### src/rtl/rarp_pkg.sv
// rarp_pkg: definitions shared by the RARP transmit and receive blocks.
//   rarp_state_t    - control state of the word serialiser (IDLE/SEND/GAP)
//   RARP_NUM_WORDS  - number of 32-bit words in one ARP/RARP header
//   OP_RARP_*       - RARP request/reply opcodes
//   HTYPE_ETH, PTYPE_IPV4, HLEN, PLEN - usual Ethernet/IPv4 header values
package rarp_pkg;

    typedef enum logic [1:0] {
        IDLE = 2'd0,
        SEND = 2'd1,
        GAP  = 2'd2
    } rarp_state_t;

    localparam int unsigned RARP_NUM_WORDS = 7;

    localparam logic [15:0] OP_RARP_REQ = 16'd3;
    localparam logic [15:0] OP_RARP_REP = 16'd4;

    localparam logic [15:0] HTYPE_ETH  = 16'h0001;
    localparam logic [15:0] PTYPE_IPV4 = 16'h0800;
    localparam logic [7:0]  HLEN       = 8'd6;
    localparam logic [7:0]  PLEN       = 8'd4;

endpackage

### src/rtl/rarp_tx.sv
// rarp_tx: serialises one ARP/RARP header into seven 32-bit words on a
// valid/ready stream, in the same word order the RARP receiver unpacks.
//
// Parameter:
//   GAP_CYCLES       idle cycles after the last word before a new start (0..255)
// Build option:
//   RARP_TX_OPCHECK_EN  when defined, a start whose opcode is not a RARP
//                       request/reply is rejected and flagged on err
// Ports:
//   clk, rst            clock, synchronous active-high reset
//   start               send request, honoured only while idle
//   hdr_type .. target_ip_addr   header fields, captured on an accepted start
//   tx_word/tx_valid/tx_ready/tx_last   output word stream
//   busy                high while sending or in the post-packet gap
//   done                one-cycle pulse after the last word is accepted
//   err                 one-cycle pulse when a start is rejected
module rarp_tx
    import rarp_pkg::*;
#(
    parameter int unsigned GAP_CYCLES = 0
) (
    input  logic        clk,
    input  logic        rst,
    input  logic        start,
    input  logic [15:0] hdr_type,
    input  logic [15:0] proto_type,
    input  logic [7:0]  hdw_length,
    input  logic [7:0]  pro_length,
    input  logic [15:0] operation,
    input  logic [47:0] send_hdr_addr,
    input  logic [31:0] send_ip_addr,
    input  logic [47:0] target_hdr_addr,
    input  logic [31:0] target_ip_addr,
    output logic [31:0] tx_word,
    output logic        tx_valid,
    input  logic        tx_ready,
    output logic        tx_last,
    output logic        busy,
    output logic        done,
    output logic        err
);

    localparam logic [2:0] LAST_IDX = 3'(RARP_NUM_WORDS - 1);
    localparam logic [7:0] GAP_LAST = (GAP_CYCLES > 0) ? 8'(GAP_CYCLES - 1) : 8'd0;

    rarp_state_t   r_state;
    logic [223:0]  r_hold;
    logic [2:0]    r_cnt;
    logic [7:0]    r_gap;
    logic [31:0]   r_word;
    logic          r_valid;
    logic          r_last;
    logic          r_busy;
    logic          r_done;
    logic          r_err;

    logic [223:0]  w_fields;
    logic          w_accept;
    logic          w_op_ok;
    logic [2:0]    w_cnt_nxt;

    // Field concatenation in transmit order: word k occupies bits
    // [223-32k -: 32], so W0 is the top 32 bits.
    assign w_fields = {hdr_type, proto_type, hdw_length, pro_length, operation,
                       send_hdr_addr, send_ip_addr, target_hdr_addr, target_ip_addr};

    assign w_accept  = r_valid & tx_ready;
    assign w_cnt_nxt = r_cnt + 3'd1;

`ifdef RARP_TX_OPCHECK_EN
    assign w_op_ok = (operation == OP_RARP_REQ) || (operation == OP_RARP_REP);
`else
    assign w_op_ok = 1'b1;
`endif

    function automatic logic [31:0] word_sel(input logic [223:0] h, input logic [2:0] idx);
        logic [31:0] w;
        case (idx)
            3'd0:    w = h[223:192];
            3'd1:    w = h[191:160];
            3'd2:    w = h[159:128];
            3'd3:    w = h[127:96];
            3'd4:    w = h[95:64];
            3'd5:    w = h[63:32];
            3'd6:    w = h[31:0];
            default: w = '0;
        endcase
        return w;
    endfunction

    always_ff @(posedge clk) begin
        if (rst) begin
            r_state <= IDLE;
            r_hold  <= '0;
            r_cnt   <= '0;
            r_gap   <= '0;
            r_word  <= '0;
            r_valid <= 1'b0;
            r_last  <= 1'b0;
            r_busy  <= 1'b0;
            r_done  <= 1'b0;
            r_err   <= 1'b0;
        end else begin
            r_done <= 1'b0;
            r_err  <= 1'b0;
            case (r_state)
                IDLE: begin
                    if (start) begin
                        if (w_op_ok) begin
                            // W0 comes straight from the inputs so it is valid
                            // the cycle after start, without waiting on r_hold.
                            r_hold  <= w_fields;
                            r_word  <= word_sel(w_fields, 3'd0);
                            r_cnt   <= '0;
                            r_valid <= 1'b1;
                            r_last  <= 1'b0;
                            r_busy  <= 1'b1;
                            r_state <= SEND;
                        end else begin
                            r_err <= 1'b1;
                        end
                    end
                end
                SEND: begin
                    if (w_accept) begin
                        if (r_cnt == LAST_IDX) begin
                            r_valid <= 1'b0;
                            r_last  <= 1'b0;
                            r_done  <= 1'b1;
                            r_cnt   <= '0;
                            r_gap   <= '0;
                            if (GAP_CYCLES > 0) begin
                                r_state <= GAP;
                            end else begin
                                r_state <= IDLE;
                                r_busy  <= 1'b0;
                            end
                        end else begin
                            r_cnt  <= w_cnt_nxt;
                            r_word <= word_sel(r_hold, w_cnt_nxt);
                            r_last <= (w_cnt_nxt == LAST_IDX);
                        end
                    end
                end
                GAP: begin
                    if (r_gap == GAP_LAST) begin
                        r_gap   <= '0;
                        r_busy  <= 1'b0;
                        r_state <= IDLE;
                    end else begin
                        r_gap <= r_gap + 8'd1;
                    end
                end
                default: begin
                    r_state <= IDLE;
                    r_valid <= 1'b0;
                    r_busy  <= 1'b0;
                end
            endcase
        end
    end

    assign tx_word  = r_word;
    assign tx_valid = r_valid;
    assign tx_last  = r_last;
    assign busy     = r_busy;
    assign done     = r_done;
    assign err      = r_err;

endmodule

### config.mk
export PLATFORM = sky130hd
export DESIGN_NAME = rarp_tx
export DESIGN_NICKNAME = d
export VERILOG_FILES = /design/src/rtl/rarp_pkg.sv /design/src/rtl/rarp_tx.sv
export SDC_FILE = /design/constraint.sdc
export NUM_CORES = 1
export LEC_CHECK = 0
export ABC_AREA = 1
export ABC_CLOCK_PERIOD_IN_PS = 2200
export CORE_MARGIN = 2
export CORE_UTILIZATION = 52
export CTS_BUF_LIST = sky130_fd_sc_hd__clkbuf_4 sky130_fd_sc_hd__clkbuf_8
export CTS_CLUSTER_SIZE = 8
export DETAILED_ROUTE_END_ITERATION = 8
export GPL_TIMING_DRIVEN = 0
export PLACE_DENSITY = 0.81
export SYNTH_ARGS = -nofsm -noshare
export SYNTH_HDL_FRONTEND = slang
export SYNTH_SLANG_ARGS = --single-unit
### constraint.sdc
create_clock -name clk -period 2.2 [get_ports clk]
set_input_delay 0.22 -clock clk [delete_from_list [all_inputs] [get_ports clk]]
set_output_delay 0.22 -clock clk [all_outputs]
set_load 0.01 [all_outputs]
# Word-level counts from Yosys, hierarchy flattened
# Index checks and enable logic that the tools add are counted.
[op_classes]
muxes = 29
reduce_logical = 12
bitwise = 4
n_eq_ne = 14
n_addsub = 2
[ops]
columns = ["op", "n"]
rows = [
  ["one-hot mux 32 bit (7 select lines)", 1],
  ["two-way mux 32 bit", 3],
  ["one-hot mux 32 bit (2 select lines)", 1],
  ["two-way mux 8 bit", 3],
  ["one-hot mux 8 bit (2 select lines)", 1],
  ["== test 3 bit, second input constant", 4],
  ["AND reduction 4 bit", 3],
  ["inequality test 2 bit, second input constant", 5],
  ["two-way mux 3 bit", 3],
  ["adder 8 x 1 -> 8 bit, second input constant", 1],
  ["zero test 8 bit", 1],
  ["two-way mux 1 bit", 8],
  ["two-way mux 2 bit", 4],
  ["== test 3 x 2 -> 1 bit, second input constant", 2],
  ["one-hot mux 1 bit (3 select lines)", 2],
  ["one-hot mux 2 bit (3 select lines)", 1],
  ["one-hot mux 3 bit (2 select lines)", 1],
  ["AND reduction 3 bit", 2],
  ["nonzero test 2 bit", 2],
  ["adder 3 x 1 -> 3 bit, second input constant", 1],
  ["== test 3 x 1 -> 1 bit, second input constant", 1],
  ["zero test 3 bit", 1],
  ["inverter 1 bit", 3],
  ["OR reduction 3 bit", 1],
  ["other kinds (6)", 6],
]
[word_totals]
elab_cells = 70
reg_bits = 273
input_bits = 228
out_inout_bits = 37

# Logic depth before layout (Yosys ltp)
# Gate-level depths: netlist of the first run.
[logic_depth]
depth_word = 6
ltp_mapped = 10
ltp_nobuf = 8

# Worst setup path after synthesis of the first run
# No wires, ideal clock.
[synth_path]
kind = "register to register"
startpoint = "register r_cnt[1]"
endpoint = "register r_word[10], in the netlist tx_word[10]"
period_less_slack_ns = 1.704
stages_incl_launch_ff = 10
setup_slack_ns = 0.496
required_ns = 2.130
path_buffers = 3
setup_time_ns = 0.070
arrival_ns = 1.634
cell_sequence = "dfxtp_1 inv_1 buf_2 buf_2 ha_1 nor2_1 a21oi_2 buf_2 nand2_1 a21oi_1"
[synth_via]
elab_chain_len = 6
elab_cells_between_ends = 15
cone_classes = "1 x add/sub; 8 x eq/ne; 4 x mux; 2 x reduce/logical"
[synth_rtl]
columns = ["element", "line_no", "text"]
rows = [
  ["start: declaration", "rarp_tx.sv:48", "logic [2:0] r_cnt;"],
  ["start signal: assignment", "rarp_tx.sv:139", "r_cnt <= w_cnt_nxt;"],
  ["adder 3 x 1 -> 3 bit", "rarp_tx.sv:68", "assign w_cnt_nxt = r_cnt + 3'd1;"],
  ["== test 3 bit, or another cell as far along", "rarp_tx.sv:78", "case (idx)"],
  ["one-hot mux 32 bit (7 select lines)", "rarp_tx.sv:78", ""],
  ["two-way mux 32 bit", "rarp_tx.sv:126", "if (r_cnt == LAST_IDX) begin"],
  ["two-way mux 32 bit", "rarp_tx.sv:125", "if (w_accept) begin"],
  ["one-hot mux 32 bit (2 select lines)", "rarp_tx.sv:106", "case (r_state)"],
  ["end signal: assignment", "rarp_tx.sv:113", "r_word <= word_sel(w_fields, 3'd0);"],
  ["end signal: assignment", "rarp_tx.sv:140", "r_word <= word_sel(r_hold, w_cnt_nxt);"],
  ["end: declaration", "rarp_tx.sv:50", "logic [31:0] r_word;"],
]
# Parallel ways exist; a longest one is shown, timed or not. The select of a mux whose other input is x is not followed.
# A chain may end at the register's enable or synchronous reset.

# Final worst setup path of the first run
[layout_path]
startpoint = "register r_cnt[2]"
endpoint = "register r_word[7], in the netlist tx_word[7]"
# Same word-level chain as after synthesis.

==> run_results.csv, run 1 <==
group,metric,value,unit
detailed_routing,dr_total_vias,13350,
placement,port_buffers,263,
worst_hold_path,min-delay-path-class,"in -> reg",
placement,hpwl,36360,µm
layout,layout_common_cells,"nor2_1 (437), clkdlybuf4s50_1 (263), dfxtp_1 (261)",
clock_network,clkSinkCount,262,
setup_path,start_kind,"flip-flop",
global_route,grt_pass1_wl,70740,µm
power,total_power,11660,µW
detailed_routing,drc,0,
global_route,grt_max_degree,11,
logic_synthesis,synthCells,1670,
logic_synthesis,synth-seq-cells,262,
layout,layout.nets,2207,
sta,hold_viol_final,0,
detailed_routing,dr_wl_met3,5807,µm
setup_path,cp.arrival,2.64,ns
logic_synthesis,synth_nets,1899,
global_route,grt_pass1_vias,12490,
layout,drive_gt1_share,6.593,%
detailed_routing,met1_length,18540,µm
floorplanning,dieWidth,152.6,µm
detailed_routing,routed-wl-met2,20340,µm
global_route,antenna_found_initial,0,
job,drv_cap,0,
setup_path,path_max_fanout,10,
floorplanning,initial_utilization,52.80,%
clock_network,tritoncts,"built",
detailed_routing,viasPerCell,5.851,
detailed_routing,initialDrtViolationCount,1632,
power,power_density,758.1,mW/mm²
setup_path,cp.required,2.68,ns
detailed_routing,firstDrtPassIters,7,
floorplanning,core,0.02176,mm²
logic_synthesis,ys_seq_area_share,45.66,%
layout,area_growth,33.94,%
layout,final_common_cell,"nor2_1",
setup_path,crit_type,"reg -> reg",
global_route,grt-ovfl-total,0,
logic_synthesis,ys_warn_count,0,
clock_network,post-cts-setup-buffers,0,
sta,slew_headroom,50.39,%
detailed_routing,routed_wl,47220,µm
sta,max_freq,0.4632,GHz
detailed_routing,ant_nets,0,
floorplanning,die_y,152.6,µm
sta,finClkSkew,0.01290,ns
placement,dpl_worst_slack,-0.2602,ns
detailed_routing,wl_per_cell,20.69,µm
clock_network,clk_latency,0.55,ns
placement,place.gp.congestion,0.9961,
logic_synthesis,ys_types,22,
logic_synthesis,synth.avg_cell_area,6.879,µm²
clock_network,clk_pin_slew,0.06,ns
floorplanning,rows,54,
floorplanning,io_pins,265,
layout,diodes,0,
sta,drv_slew,0,
sta,fin_ws,0.04118,ns
sta,min_period,2.159,ns
power,p_leak,0.006578,µW
sta,period_share,98.13,%
clock_network,root_buffer,"clkbuf_8",
power,max-vdd-ir-drop,0.0004425,V
sta,max_slew.worst_pin.slew,0.7441,ns
setup_path,endpoint_kind,"flip-flop",
logic_synthesis,syn_area,0.01149,mm²
clock_network,clockBufferDepth,3,
outcome,status,"finished clean",
global_route,track_usage,38.96,%
floorplanning,die-area,0.02330,mm²
sta,setup_viol,0,
detailed_routing,top_layer_used,"met4",
clock_network,numCtsBuffers,43,
clock_network,htree_levels,2,
clock_network,postCtsHoldBufs,0,
sta,rsz0062_at_grt,"false",
[synth_stat cells]
master | count | area, µm²
a211oi_1 | 1 | 7.510
clkbuf_1 | 88 | 330.3
nor2_1 | 438 | 1644
o21ai_0 | 234 | 1171
nand2_1 | 220 | 825.8
inv_2 | 3 | 11.26
nand3_1 | 76 | 380.4
dfxtp_1 | 262 | 5245
nor2_4 | 1 | 11.26
conb_1 | 1 | 3.750
nand2_2 | 1 | 6.260
nor3_1 | 2 | 10.01
inv_1 | 37 | 138.9
a21oi_2 | 1 | 8.760
buf_1 | 9 | 33.78
clkinv_1 | 1 | 3.750
nand3_4 | 1 | 17.52
ha_1 | 1 | 12.51
buf_4 | 5 | 37.54
nand4_1 | 117 | 732.0
buf_2 | 46 | 230.2
a21oi_1 | 125 | 625.6
[routing by layer]
layer  track usage, %  up-vias
li1                 -     6180
met4            19.53        0
met2            59.30      922
met3            9.386      153
met5                0        -
met1            51.85     6098
[critical path, cell delays in order (launching register included)]
cell      delay (ns)
dfxtp_1         0.29
buf_2           0.17
inv_2           0.22
clkbuf_1        0.61
nand4_1         0.25
nand2_1         0.15
nor2_1          0.05
nand2_1         0.12
nand2_1         0.08
a21oi_1         0.13
[power breakdown]
| group | leakage [µW] | total [µW] | switching, µW | internal [µW] |
|---|---|---|---|---|
| sequential | 0.00217 | 5340 | 222 | 5120 |
| combinational | 0.00393 | 1790 | 1010 | 787 |
| clock | 0.000476 | 4530 | 1940 | 2590 |
[worst paths after layout]
check | from | endpoint | slack (ns) | cells after the start
hold / removal | send_hdr_addr[4] | r_hold[116] | 0.25 | 3
setup / recovery | r_cnt[2] | tx_word[7] | 0.04 | 9
setup reg to reg | r_cnt[2] | tx_word[7] | 0.04 | 9
hold reg to reg | r_hold[200] | r_hold[200] | 0.46 | 2
[cell type report]
type / count / area, µm²
sequential: 262 / 5246
tap: 280 / 350.3
clock inverter: 2 / 35.03
fill: 1879 / 6370
inverter: 41 / 153.9
clock buffer: 67 / 865.8
multi-input combinational: 1219 / 5459
timing repair buffer: 263 / 2633
buffer: 148 / 643.1
[registers in the layout (all words and copies together) (netlist names)]
register,cells
tx_word,32
done,1
r_hold,224
tx_valid,1
tx_last,1
r_cnt,3
[per-stage QoR]
stage | setup TNS (ns) | cell area, µm² | util [%] | instances | hold WS [ns]
after global routing | 0 | 15390 | 70.72 | 2282 | 0.2491
after CTS | 0 | 15370 | 70.66 | 2282 | 0.2341
after detailed placement | -34.93 | 14470 | 66.51 | 2213 | 0.4479
final | 0 | 15390 | 70.72 | 2282 | 0.2508
after floorplan | 0 | 11490 | - | 1670 | 0.3549
after global placement | -28.40 | 14470 | 66.51 | 2213 | 0.4418
[what timing repair did]
| action | CTS | global route |
|---|---|---|
| gates cloned | 0 | 0 |
| setup endpoints to repair | 7 | 77 |
| endpoints found under the hold margin | 0 | 0 |
| resized for setup | 1 | 13 |
[cells by family (layout without fill, tap and decap cells)]
logic type               Yosys count  in the layout  synth area share, %
buffers and inverters            189            521                6.840
other                              1              1              0.03264
AND/OR/NAND/NOR                  856            856                31.58
AO/OA/AOI/OAI                    361            361                15.78
adder cells (fa/ha/maj)            1              1               0.1089
flip-flops                       262            262                45.66
No activity file was read; power rests on OpenSTA's default activity.
==> run 2, diff against run 1 <==
Settings changed: ABC_AREA 1 to default, CORE_UTILIZATION 52 to 51, PLACE_DENSITY 0.81 to 0.8, SLEW_MARGIN from default to 10.
==> run 2 against run 1 <==
Cell area shrank 3.5%; clock power shrank 2%; die area shrank 2.9%; non-clock buffer count shrank 34; sequential power shrank 3%; count of clock-buffer cells in the layout grew 6; sequential share of layout area grew 1.2 points; critical endpoint is now tx_word[2].
==> run_results.csv, run 2 <==
group,metric,value,unit
sta,setup_viol,0,
floorplanning,die-area,0.02263,mm²
logic_synthesis,yosysMostFrequentCell,"nand2_1",
sta,drv_slew,0,
clock_network,root_buffer,"clkbuf_8",
setup_path,crit_type,"reg -> reg",
logic_synthesis,synth_common_cells,"nand2_1 (454), dfxtp_1 (262), a21oi_1 (234)",
power,p_int,8294,µW
placement,port_buffers,262,
logic_synthesis,synth.avg_cell_area,8.329,µm²
clock_network,htree_levels,2,
floorplanning,dieWidth,150.4,µm
setup_path,start_kind,"flip-flop",
detailed_routing,ant_nets,0,
sta,hold_viol_final,0,
sta,rsz0062_at_grt,"false",
clock_network,numCtsBuffers,43,
setup_path,cp.required,2.63,ns
clock_network,clkSinkCount,262,
setup_path,path_max_fanout,10,
layout,layout.nets,1851,
setup_path,endpoint_kind,"flip-flop",
logic_synthesis,netlist_top_cells_area,"dfxtp_1 (48%), nand2_1 (16%), a21oi_1 (11%), mux2_2 (3.3%), mux4_2 (2.9%)",
layout,largest_register_ffs,224,
logic_synthesis,synthCells,1313,
logic_synthesis,synth_top_cell_by_area,"dfxtp_1",
global_route,grt-ovfl-total,0,
floorplanning,initial_utilization,52.02,%
power,switching_share,26.17,%
logic_synthesis,synth_top_area_share,47.96,%
layout,layout_common_cells,"nand2_1 (453), dfxtp_1 (262), clkdlybuf4s50_1 (262)",
global_route,grt_pass1_wl,58580,µm
sta,slew_headroom,47.63,%
placement,hpwl,30040,µm
sta,whs,0.2210,ns
power,power.switching,2940,µW
layout,drive_gt1_share,12.47,%
floorplanning,io_pins,265,
power,p_comb_share,14.2,%
power,max-vdd-ir-drop,0.0004056,V
global_route,grt_pass1_vias,10620,
logic_synthesis,synth-edff-count,0,
layout,largest-register,"r_hold",
worst_hold_path,min-delay-path-class,"in -> reg",
logic_synthesis,ys_warn_count,0,
clock_network,clockBufferDepth,3,
outcome,status,"finished clean",
layout,final_util,70.61,%
clock_network,clk_pin_slew,0.06,ns
global_route,grt_max_degree,11,
setup_path,critPathTopFamily,"buffers and inverters",
sta,period_share,95.90,%
detailed_routing,firstDrtPassIters,8,
detailed_routing,routed_wl,40510,µm
logic_synthesis,async_reset_ff_share,0,%
setup_path,cpPeakStageDelay,0.64,ns
job,drv_cap,0,
detailed_routing,viasPerCell,5.811,
logic_synthesis,ys_seq_area_share,47.96,%
layout,final_common_cell,"nand2_1",
global_route,antenna_found_initial,1,
setup_path,cp.arrival,2.54,ns
logic_synthesis,ys_types,45,
sta,max_freq,0.4740,GHz
logic_synthesis,synth_flop_cell,"dfxtp_1",
power,power_density,756.9,mW/mm²
floorplanning,die_y,150.4,µm
floorplanning,rows,53,
placement,place.gp.congestion,0.9365,
power,clkPwrFrac,39.5,%
floorplanning,core,0.02102,mm²
setup_path,cpMaxStageDelayCell,"clkbuf_1",
sta,min_period,2.110,ns
clock_network,tritoncts,"built",
detailed_routing,drc,0,
logic_synthesis,synth_nets,1542,
setup_path,worstPathCellList,"buf_2 > clkbuf_1 > o21ai_0 > a211oi_1 > o22ai_1",
detailed_routing,dr_total_vias,11200,
clock_network,clk_latency,0.55,ns
power,p_seq_share,46.3,%
sta,finClkSkew,0.01471,ns
logic_synthesis,synth-seq-cells,262,
power,p_leak,0.005494,µW
layout,area_growth,35.73,%
logic_synthesis,syn_area,0.01094,mm²
global_route,track_usage,34.64,%
detailed_routing,initialDrtViolationCount,1142,
detailed_routing,wl_per_cell,21.01,µm
setup_path,crit_buf_inv,2,
sta,max_slew.worst_pin.slew,0.7856,ns
## run 2: path summary, 6_finish.rpt
check	from	end	slack [ns]	cells after the start
max	r_cnt[0]	tx_word[2]	0.09	5
min	target_hdr_addr[9]	r_hold[41]	0.22	3
max reg2reg	r_cnt[0]	tx_word[2]	0.09	5
min reg2reg	r_hold[139]	r_hold[139]	0.45	2
## run 2: kinds of logic after synthesis
kind of cell,after synthesis,synth area share (%)
other,1,0.03429
DFF,262,47.96
and+or+nand+nor,490,17.48
muxes,76,9.153
adders and majority gates,1,0.1144
buffers and inverters,115,5.172
AOI/OAI and AO/OA,368,20.08
## run 2: what timing repair did
item	CTS	global route
hold buffers	0	0
setup buffers	0	2
hold endpoints to repair	0	0
endpoints found under the setup margin	30	30
resized for setup	4	6
## run 2: per-layer routing
metal | global-route usage, % | up-vias | share of wire, %
met4 | 15.66 | 0 | 4.8
li1 | - | 5113 | -
met5 | 0 | - | 0
met2 | 55.34 | 720 | 44
met3 | 6.727 | 136 | 12
met1 | 45.52 | 5235 | 39
## run 2: area by class of cell
type / count / area (µm²)
fillers: 1702 / 6178
repair buffers: 264 / 2638
inverters: 2 / 15.01
clock buffers: 73 / 879.6
diodes: 1 / 2.502
plain buffers: 113 / 576.8
well taps: 275 / 344.1
clock inverters: 2 / 10.01
multi-input cells: 936 / 5132
flip-flops and latches: 262 / 5245
## run 2: power by group through the flow
stage / Clock (µW) / Sequential (µW) / Combinational, µW
detailed placement: 0 / 5290 / 1550
floorplan: 0 / 5240 / 728
global placement: 0 / 5280 / 1520
finish: 4440 / 5200 / 1600
CTS: 4410 / 5190 / 1560
global route: 4620 / 5220 / 1690
## run 2: per-stage QoR
step	total power, µW	instance area (µm²)	cells	worst slack [ns]	setup TNS [ns]
CTS	11160	14800	1925	0.01261	0
floorplan	5967	10940	1313	0.2994	0
global placement	6798	13900	1850	-0.2280	-4.746
finish	11230	14840	1928	0.09018	0
detailed placement	6837	13900	1850	-0.2692	-5.636
global route	11530	14840	1928	0.02194	0
## run 2: worst min-delay path: cells and delay by family
family,cells,cell delay (ns)
buf+inv,1,0.39
compound gates,1,0.05
simple gates,1,0.05
